`src/rtl/mem_xbar_if.sv`:
```
// mem_xbar_if: bus bundle between the crossbar and its masters/slaves.
// The master modport is the environment side: masters drive requests, slaves drive responses.
interface mem_xbar_if #(
  parameter int unsigned NUM_M  = 2,
  parameter int unsigned NUM_S  = 4,
  parameter int unsigned ADDR_W = 32,
  parameter int unsigned DATA_W = 32
);
  logic [NUM_M-1:0]        m_req;
  logic [NUM_M-1:0]        m_we;
  logic [NUM_M*ADDR_W-1:0] m_addr;
  logic [NUM_M*DATA_W-1:0] m_wdata;
  logic [NUM_M*DATA_W-1:0] m_rdata;
  logic [NUM_M-1:0]        m_ready;
  logic [NUM_S-1:0]        s_req;
  logic                    s_we;
  logic [ADDR_W-1:0]       s_addr;
  logic [DATA_W-1:0]       s_wdata;
  logic [NUM_S*DATA_W-1:0] s_rdata;
  logic [NUM_S-1:0]        s_ready;

  modport master (
    output m_req, m_we, m_addr, m_wdata, s_rdata, s_ready,
    input  m_rdata, m_ready, s_req, s_we, s_addr, s_wdata
  );

  modport slave (
    input  m_req, m_we, m_addr, m_wdata, s_rdata, s_ready,
    output m_rdata, m_ready, s_req, s_we, s_addr, s_wdata
  );
endinterface

```
`src/rtl/mem_xbar.sv`:
```
// mem_xbar: round-robin NUM_M-master x NUM_S-slave shared-bus crossbar, one transaction in flight.
// Defining XBAR_TIMEOUT_EN adds a BUSY timeout (TIMEOUT_CYC) with a sticky timeout_flag.
module mem_xbar #(
  parameter int unsigned NUM_M  = 2,
  parameter int unsigned NUM_S  = 4,
  parameter int unsigned ADDR_W = 32,
  parameter int unsigned DATA_W = 32,
  parameter logic [NUM_S*ADDR_W-1:0] SLV_BASE = '0,
  parameter logic [NUM_S*ADDR_W-1:0] SLV_MASK = '0
`ifdef XBAR_TIMEOUT_EN
  ,parameter int unsigned TIMEOUT_CYC = 1024
`endif
) (
  input  logic        clk,
  input  logic        rst,
  mem_xbar_if.slave   bus,
  output logic [15:0] dec_err_cnt,
  output logic        timeout_flag
);

  localparam int unsigned MW = (NUM_M > 1) ? $clog2(NUM_M) : 1;
  localparam int unsigned SW = (NUM_S > 1) ? $clog2(NUM_S) : 1;

  localparam logic [1:0] IDLE = 2'd0;
  localparam logic [1:0] BUSY = 2'd1;
  localparam logic [1:0] DERR = 2'd2;
  localparam logic [1:0] RESP = 2'd3;

  logic [1:0]              state,     state_d;
  logic [MW-1:0]           owner,     owner_d;
  logic [MW-1:0]           rr_ptr,    rr_d;
  logic [SW-1:0]           sel,       sel_d;
  logic [NUM_S-1:0]        s_req_q,   s_req_d;
  logic                    s_we_q,    s_we_d;
  logic [ADDR_W-1:0]       s_addr_q,  s_addr_d;
  logic [DATA_W-1:0]       s_wdata_q, s_wdata_d;
  logic [NUM_M-1:0]        m_ready_q, m_ready_d;
  logic [NUM_M*DATA_W-1:0] m_rdata_q, m_rdata_d;
  logic [15:0]             derr_q,    derr_d;

  logic                    grant_vld;
  logic [MW-1:0]           grant;
  logic [MW-1:0]           cand;
  logic [ADDR_W-1:0]       addr_sel;
  logic                    hit;
  logic [SW-1:0]           hit_idx;

`ifdef XBAR_TIMEOUT_EN
  logic [31:0]             tmo_q, tmo_d;
  logic                    tflag_q, tflag_d;
`endif

  assign bus.s_req    = s_req_q;
  assign bus.s_we     = s_we_q;
  assign bus.s_addr   = s_addr_q;
  assign bus.s_wdata  = s_wdata_q;
  assign bus.m_ready  = m_ready_q;
  assign bus.m_rdata  = m_rdata_q;
  assign dec_err_cnt  = derr_q;
`ifdef XBAR_TIMEOUT_EN
  assign timeout_flag = tflag_q;
`else
  assign timeout_flag = 1'b0;
`endif

  // Next-state, arbitration and decode
  always_comb begin
    state_d   = state;
    owner_d   = owner;
    rr_d      = rr_ptr;
    sel_d     = sel;
    s_req_d   = s_req_q;
    s_we_d    = s_we_q;
    s_addr_d  = s_addr_q;
    s_wdata_d = s_wdata_q;
    m_ready_d = '0;
    m_rdata_d = '0;
    derr_d    = derr_q;
    grant_vld = 1'b0;
    grant     = '0;
    cand      = '0;
    hit       = 1'b0;
    hit_idx   = '0;
`ifdef XBAR_TIMEOUT_EN
    tmo_d     = tmo_q;
    tflag_d   = tflag_q;
`endif

    // Round-robin scan starting at rr_ptr; first requester wins
    for (int unsigned i = 0; i < NUM_M; i++) begin
      cand = MW'((32'(rr_ptr) + 32'(i)) % NUM_M);
      if (!grant_vld && bus.m_req[cand]) begin
        grant_vld = 1'b1;
        grant     = cand;
      end
    end

    addr_sel = bus.m_addr[32'(grant)*ADDR_W +: ADDR_W];

    // Descending scan so the lowest matching slave index is left in hit_idx
    for (int i = int'(NUM_S) - 1; i >= 0; i--) begin
      if ((addr_sel & SLV_MASK[i*ADDR_W +: ADDR_W]) == SLV_BASE[i*ADDR_W +: ADDR_W]) begin
        hit     = 1'b1;
        hit_idx = SW'(i);
      end
    end

    case (state)
      IDLE: begin
`ifdef XBAR_TIMEOUT_EN
        tmo_d = '0;
`endif
        if (grant_vld) begin
          owner_d   = grant;
          s_addr_d  = addr_sel;
          s_we_d    = bus.m_we[grant];
          s_wdata_d = bus.m_wdata[32'(grant)*DATA_W +: DATA_W];
          if (hit) begin
            sel_d            = hit_idx;
            s_req_d          = '0;
            s_req_d[hit_idx] = 1'b1;
            state_d          = BUSY;
          end else begin
            state_d = DERR;
          end
        end
      end
      BUSY: begin
        if (bus.s_ready[sel]) begin
          s_req_d          = '0;
          m_ready_d[owner] = 1'b1;
          if (!s_we_q)
            m_rdata_d[32'(owner)*DATA_W +: DATA_W] = bus.s_rdata[32'(sel)*DATA_W +: DATA_W];
          state_d = RESP;
        end
`ifdef XBAR_TIMEOUT_EN
        else if (tmo_q == 32'(TIMEOUT_CYC - 1)) begin
          s_req_d          = '0;
          m_ready_d[owner] = 1'b1;
          m_rdata_d[32'(owner)*DATA_W +: DATA_W] = DATA_W'(32'hDEAD_BEEF);
          tflag_d          = 1'b1;
          state_d          = RESP;
        end else begin
          tmo_d = tmo_q + 32'd1;
        end
`endif
      end
      DERR: begin
        m_ready_d[owner] = 1'b1;
        if (derr_q != 16'hFFFF)
          derr_d = derr_q + 16'd1;
        state_d = RESP;
      end
      RESP: begin
        rr_d    = MW'((32'(owner) + 32'd1) % NUM_M);
        state_d = IDLE;
      end
      default: state_d = IDLE;
    endcase
  end

  // State and registered outputs
  always_ff @(posedge clk or posedge rst) begin
    if (rst) begin
      state     <= IDLE;
      owner     <= '0;
      rr_ptr    <= '0;
      sel       <= '0;
      s_req_q   <= '0;
      s_we_q    <= 1'b0;
      s_addr_q  <= '0;
      s_wdata_q <= '0;
      m_ready_q <= '0;
      m_rdata_q <= '0;
      derr_q    <= '0;
`ifdef XBAR_TIMEOUT_EN
      tmo_q     <= '0;
      tflag_q   <= 1'b0;
`endif
    end else begin
      state     <= state_d;
      owner     <= owner_d;
      rr_ptr    <= rr_d;
      sel       <= sel_d;
      s_req_q   <= s_req_d;
      s_we_q    <= s_we_d;
      s_addr_q  <= s_addr_d;
      s_wdata_q <= s_wdata_d;
      m_ready_q <= m_ready_d;
      m_rdata_q <= m_rdata_d;
      derr_q    <= derr_d;
`ifdef XBAR_TIMEOUT_EN
      tmo_q     <= tmo_d;
      tflag_q   <= tflag_d;
`endif
    end
  end

endmodule

```
`src/flat_wrapper.sv`:
```
// flat-port wrapper written by rule: the top's interface ports become plain ports
module mem_xbar_flat 
#(
  parameter int unsigned NUM_M  = 2,
  parameter int unsigned NUM_S  = 4,
  parameter int unsigned ADDR_W = 32,
  parameter int unsigned DATA_W = 32,
  parameter logic [NUM_S*ADDR_W-1:0] SLV_BASE = '0,
  parameter logic [NUM_S*ADDR_W-1:0] SLV_MASK = '0

)
  (clk, rst, dec_err_cnt, timeout_flag, bus_m_req, bus_m_we, bus_m_addr, bus_m_wdata, bus_s_rdata, bus_s_ready, bus_m_rdata, bus_m_ready, bus_s_req, bus_s_we, bus_s_addr, bus_s_wdata);
  mem_xbar_if #(.NUM_M(NUM_M), .NUM_S(NUM_S), .ADDR_W(ADDR_W), .DATA_W(DATA_W)) bus_i ();
  input  logic clk;
  input  logic rst;
  output logic [15:0] dec_err_cnt;
  output logic timeout_flag;
  input wire logic [$bits(bus_i.m_req)-1:0] bus_m_req;
  input wire logic [$bits(bus_i.m_we)-1:0] bus_m_we;
  input wire logic [$bits(bus_i.m_addr)-1:0] bus_m_addr;
  input wire logic [$bits(bus_i.m_wdata)-1:0] bus_m_wdata;
  input wire logic [$bits(bus_i.s_rdata)-1:0] bus_s_rdata;
  input wire logic [$bits(bus_i.s_ready)-1:0] bus_s_ready;
  output wire logic [$bits(bus_i.m_rdata)-1:0] bus_m_rdata;
  output wire logic [$bits(bus_i.m_ready)-1:0] bus_m_ready;
  output wire logic [$bits(bus_i.s_req)-1:0] bus_s_req;
  output wire logic [$bits(bus_i.s_we)-1:0] bus_s_we;
  output wire logic [$bits(bus_i.s_addr)-1:0] bus_s_addr;
  output wire logic [$bits(bus_i.s_wdata)-1:0] bus_s_wdata;
  assign bus_i.m_req = bus_m_req;
  assign bus_i.m_we = bus_m_we;
  assign bus_i.m_addr = bus_m_addr;
  assign bus_i.m_wdata = bus_m_wdata;
  assign bus_i.s_rdata = bus_s_rdata;
  assign bus_i.s_ready = bus_s_ready;
  assign bus_m_rdata = bus_i.m_rdata;
  assign bus_m_ready = bus_i.m_ready;
  assign bus_s_req = bus_i.s_req;
  assign bus_s_we = bus_i.s_we;
  assign bus_s_addr = bus_i.s_addr;
  assign bus_s_wdata = bus_i.s_wdata;
  mem_xbar #(.NUM_M(NUM_M), .NUM_S(NUM_S), .ADDR_W(ADDR_W), .DATA_W(DATA_W), .SLV_BASE(SLV_BASE), .SLV_MASK(SLV_MASK)) u_core (.clk(clk), .rst(rst), .bus(bus_i), .dec_err_cnt(dec_err_cnt), .timeout_flag(timeout_flag));
endmodule
```
`config.mk`:
```
export PLATFORM = sky130hd
export DESIGN_NAME = mem_xbar_flat
export DESIGN_NICKNAME = d
export VERILOG_FILES = /design/src/rtl/mem_xbar_if.sv /design/src/rtl/mem_xbar.sv /design/src/flat_wrapper.sv
export SDC_FILE = /design/constraint.sdc
export NUM_CORES = 1
export LEC_CHECK = 0
export ABC_AREA = 1
export BUFFER_PORTS_ARGS = -buffer_cell sky130_fd_sc_hd__buf_2
export CORE_AREA = 2 2 160 162
export DETAILED_ROUTE_END_ITERATION = 10
export DIE_AREA = 0 0 162 164
export MAX_ROUTING_LAYER = met4
export PLACE_DENSITY = 0.59
export REMOVE_ABC_BUFFERS = 1
export SLEW_MARGIN = 20
export SYNTH_ARGS = -nofsm -noshare
export SYNTH_HDL_FRONTEND = slang
export SYNTH_SLANG_ARGS = --single-unit
```
`constraint.sdc`:
```
create_clock -name clk -period 13 [get_ports clk]
set_clock_uncertainty 0.1 [all_clocks]
set_input_delay 2.6 -clock clk [delete_from_list [all_inputs] [get_ports clk]]
set_output_delay 2.6 -clock clk [all_outputs]
set_load 0.1 [all_outputs]
```
## Yosys cells after proc, flatten, opt, wreduce, memory -nomap -nowiden

Index checks and enable logic that the tools add are counted.

| storage, ports and cells | value |
|---|---|
| register bits after elaboration | 155 |
| input port bits | 266 |
| output and inout port bits | 152 |

| operators by class | value |
|---|---|
| eq/ne operators | 6 |
| add/subtract/negate cells | 4 |
| shift operators | 4 |
| bitwise operators | 1 |
| reduce and logical (&&, ||, !) cells | 9 |
| multiplexer cells | 23 |
| $lt $le $gt $ge | 5 |

Operator list:

| operator | count |
|---|---|
| $mux W64 | 3 |
| $shiftx A64 B7 Y32 | 2 |
| $and A64 B64 Y64 | 1 |
| $shift A32 B34 Y64 const A | 1 |
| $shiftx A32 B34 Y64 | 1 |
| $neg A6 Y34 | 1 |
| $add A16 B1 Y16 const B | 1 |
| $ne A16 B16 Y1 const B | 1 |
| $mux W1 | 11 |
| $lt A1 B2 Y1 const B | 4 |
| $mux W4 | 2 |
| $pmux W2 S4 | 1 |
| $pmux W4 S2 | 1 |
| $mux W2 | 3 |
| $reduce_and A2 Y1 | 3 |
| $eq A2 B2 Y1 const B | 2 |
| $ne A2 B1 Y1 const B | 2 |
| $pmux W2 S2 | 1 |
| $reduce_and A3 Y1 | 1 |
| $add A1 B1 Y1 const B | 2 |
| $eq A2 B1 Y1 const B | 1 |
| $logic_and A1 B1 Y1 | 2 |
| $logic_not A2 Y1 | 1 |
| $reduce_bool A2 Y1 | 1 |
| other kinds (3) | 3 |

## Depth between registers and ports, before layout

| depth | value |
|---|---|
| word-level depth | 8 |
| mapped depth | 9 |
| mapped depth without buffers | 9 |

## Worst setup path before layout

No wires, ideal clock.

| path | value |
|---|---|
| kind | reg2out |
| from | reg u_core.derr_q[2] (netlist: u_core.dec_err_cnt[2]) |
| to | out dec_err_cnt[2] |
| path slack | 9.318 ns |
| cell stages (with the launch flop) | 1 |
| arrival time | 0.982 ns |
| path through | dfrtp_1 |

RTL lines:

| item | line | text |
|---|---|---|
| start, declared | mem_xbar.sv:39 | `logic [15:0] derr_q, derr_d;` |
| start signal, assigned | mem_xbar.sv:191 | `derr_q <= derr_d;` |
| end, declared | flat_wrapper.sv:16 | `output logic [15:0] dec_err_cnt;` |

No word-level cell between the ends.

## Worst setup path after layout

| path | value |
|---|---|
| from | reg u_core.s_we_q (netlist: u_core.bus.s_we) |
| to | out bus_s_we |

RTL lines:

| item | line | text |
|---|---|---|
| start, declared | mem_xbar.sv:34 | `logic s_we_q, s_we_d;` |
| start signal, assigned | mem_xbar.sv:186 | `s_we_q <= s_we_d;` |
| end, declared | flat_wrapper.sv:27 | `output wire logic [$bits(bus_i.s_we)-1:0] bus_s_we;` |

No word-level cell between the ends.

==> results_dict.tcl <==
set metrics [dict create \
    die_height_um 164 \
    syn_to_final_growth_pct 33.9 \
    p_per_area_nw_per_um2 293 \
    clockRootBuffer "clkbuf_16" \
    yosysSeqAreaShare 0.559 \
    leakage_nw 5.16 \
    cts_sinks 152 \
    worstSetupStartpoint "u_core.bus.s_we" \
    synth_warnings 0 \
    cp-start-kind "register" \
    period_needed_ns 4.57 \
    clk_latency_ns 0.43 \
    worstPathRequired_ns 10.30 \
    synthTopCellsByCount "192 x nand2_1, 152 x dfrtp_1, 115 x inv_1, 106 x o21ai_0, 65 x nor3_1" \
    port_buffers 314 \
    post_cts_buffers 0 \
    async_reset_ff_frac 1.00 \
    drive_gt1_frac 0.351 \
    syn_avg_cell_area_sq_um 8.73 \
    viasPerCell 4.24 \
    ios 418 \
    status "finished clean" \
    maxCapViolCount 0 \
    wl_um 18700 \
    place.gp.congestion 0.773 \
    dp_hpwl_um 13200 \
    vdd_drop_max_mv 0.170 \
    synth-edff-count 0 \
    cts_buffer_depth 2 \
    grt_pass1_vias 5875 \
    syn_inst 779 \
    cts_made_buffers 17 \
    grt_pass1_wl_um 29900 \
    whs_ns 0.374 \
    cts-hold-fix-buffers 0 \
    final_max_slew_viol_count 0 \
    die_area_sq_um 26600 \
    overflow 0 \
    synth_top_area_frac 0.559 \
    core_sq_um 24800 \
    yosys-top-cells-area "dfrtp_1 56%, nand2_1 11%, o21ai_0 7.8%" \
    rows 58 \
    antenna_found_initial 4 \
    synthesis.area_sq_um 6800 \
    yosysMostFrequentCell "nand2_1" \
    drt_iter0_markers 282 \
    fmax_ghz 0.219 \
    cts_tree "done" \
    cp_max_fo 66 \
    layout.nets 1344 \
    cp.arrival_ns 1.87 \
    relSlewSlack 0.412 \
    synth-seq-cells 152 \
    via_count 6017 \
    wl_per_cell_um 13.2 \
    htree_levels 4 \
    hp-start "u_core.bus.s_wdata[14]" \
    ys.flop_type "dfrtp_1" \
    ys_types 23 \
    initial_utilization 0.274 \
    reg2reg_from "u_core.state[0]" \
    grt_max_degree 132 \
    crit_path_end_kind "output port" \
    grt_usage 0.146 \
    synth_top_cell_by_area "dfrtp_1" \
    critical_path_class "register to output port" \
    worst_hold_path_type "register to register" \
    rsz0062_at_grt "false" \
    hold_violations 0 \
    tns_ns 0 \
    tightestPinTransition_ns 0.881 \
    clkTransAtPathRegs_ns 0.07 \
    dieWidth_um 162 \
    layout_worst_path_cycle_share 0.351 \
    setup_viol_count_final 0 \
    ctsResizeCount 0 \
    drc 0 \
    firstDrtPassIters 6 \
    drt.antenna.violating_nets 0 \
]
==> cells by family (layout without fill, tap and decap cells) <==
group	after synthesis	count (layout)	share of synthesized area
AND/OR/NAND/NOR	298	298	0.182
AO/OA/AOI/OAI	149	149	0.124
buffers and inverters	165	468	0.113
flip-flops	152	152	0.559
other	1	8	0.000551
adder cells (fa/ha/maj)	6	6	0.0110
XOR/XNOR	8	8	0.0103
==> path summary, 6_finish.rpt <==
| path | endpoint | slack, ns | cells after the start |
|---|---|---|---|
| max | bus_s_we | 8.43 | 2 |
| min | u_core.bus.s_wdata[14] | 0.37 | 2 |
| max reg2reg | u_core.bus.s_addr[7] | 10.46 | 6 |
| min reg2reg | u_core.bus.s_wdata[14] | 0.37 | 2 |
| max in group asynchronous | u_core.bus.s_we | 9.12 | 3 |
| min in group asynchronous | u_core.bus.s_wdata[3] | 2.20 | 2 |
==> layer usage <==
| layer | share of wire | track usage |
|---|---|---|
| met4 | 0.012 | 0.0398 |
| met3 | 0.099 | 0.0535 |
| met5 | 0 | - |
| met1 | 0.43 | 0.174 |
| met2 | 0.46 | 0.236 |
==> final cells by class <==
cell class | count | area [sq um]
diodes | 4 | 10.0
clock buffers | 17 | 425
inverters | 115 | 437
clock inverters | 15 | 140
repair buffers | 321 | 1630
well taps | 330 | 413
fillers | 2607 | 15700
multi-input cells | 465 | 2250
flip-flops and latches | 152 | 3800
==> state kept, by name, indices dropped and copies added (netlist names) <==
name	cells
u_core.bus.s_req	1
u_core.owner	1
u_core.bus.s_addr	32
u_core.bus.s_wdata	32
u_core.rr_ptr	1
u_core.dec_err_cnt	16
u_core.state	2
u_core.bus.m_rdata	64
u_core.bus.s_we	1
u_core.bus.m_ready	2
==> per-stage QoR <==
step	cell area, sq um	instances	util	setup slack [ns]	power [W]
detailed placement	8530	1383	0.344	8.14	0.00221
global placement	8530	1383	0.344	8.17	0.00219
global route	9110	1419	0.367	8.32	0.00282
finish	9110	1419	0.367	8.43	0.00267
CTS	9090	1415	0.366	8.41	0.00271
floorplan	6470	732	-	6.21	0.00193
==> worst max-delay path: stages (launching register included) <==
cell     delay (ns)
dfrtp_2        0.34
buf_4          0.52
buf_2          0.55
==> cells in the final DEF (no fill, tap or decap) <==
cell,Yosys,layout
a21oi_1,3,3
buf_2,12,314
buf_4,5,6
buf_6,9,1
bufinv_16,0,1
clkbuf_16,0,17
clkinv_2,0,4
clkinv_4,0,1
clkinvlp_4,0,2
conb_1,1,4
dfrtp_1,152,151
dfrtp_2,0,1
diode_2,0,4
ha_1,6,6
inv_1,115,114
inv_6,0,6
inv_8,0,2
nand2_1,192,192
nand3_1,17,17
nand3b_1,1,1
nand4_1,3,3
nor2_1,19,19
nor3_1,65,65
o21ai_0,106,106
o21ai_1,14,14
o21ai_2,25,24
o21ai_4,0,1
o221ai_1,1,1
or2_4,0,1
xor2_1,8,8
==> power breakdown <==
part	total, W	leakage, nW	switching [W]	internal, W
sequential	0.000680	1.98	0.0000696	0.000611
clock	0.000483	0.278	0.000215	0.000268
combinational	0.00151	2.90	0.00129	0.000220
total	0.00267	5.16	0.00157	0.00110
(Power assumes the default switching activity.)
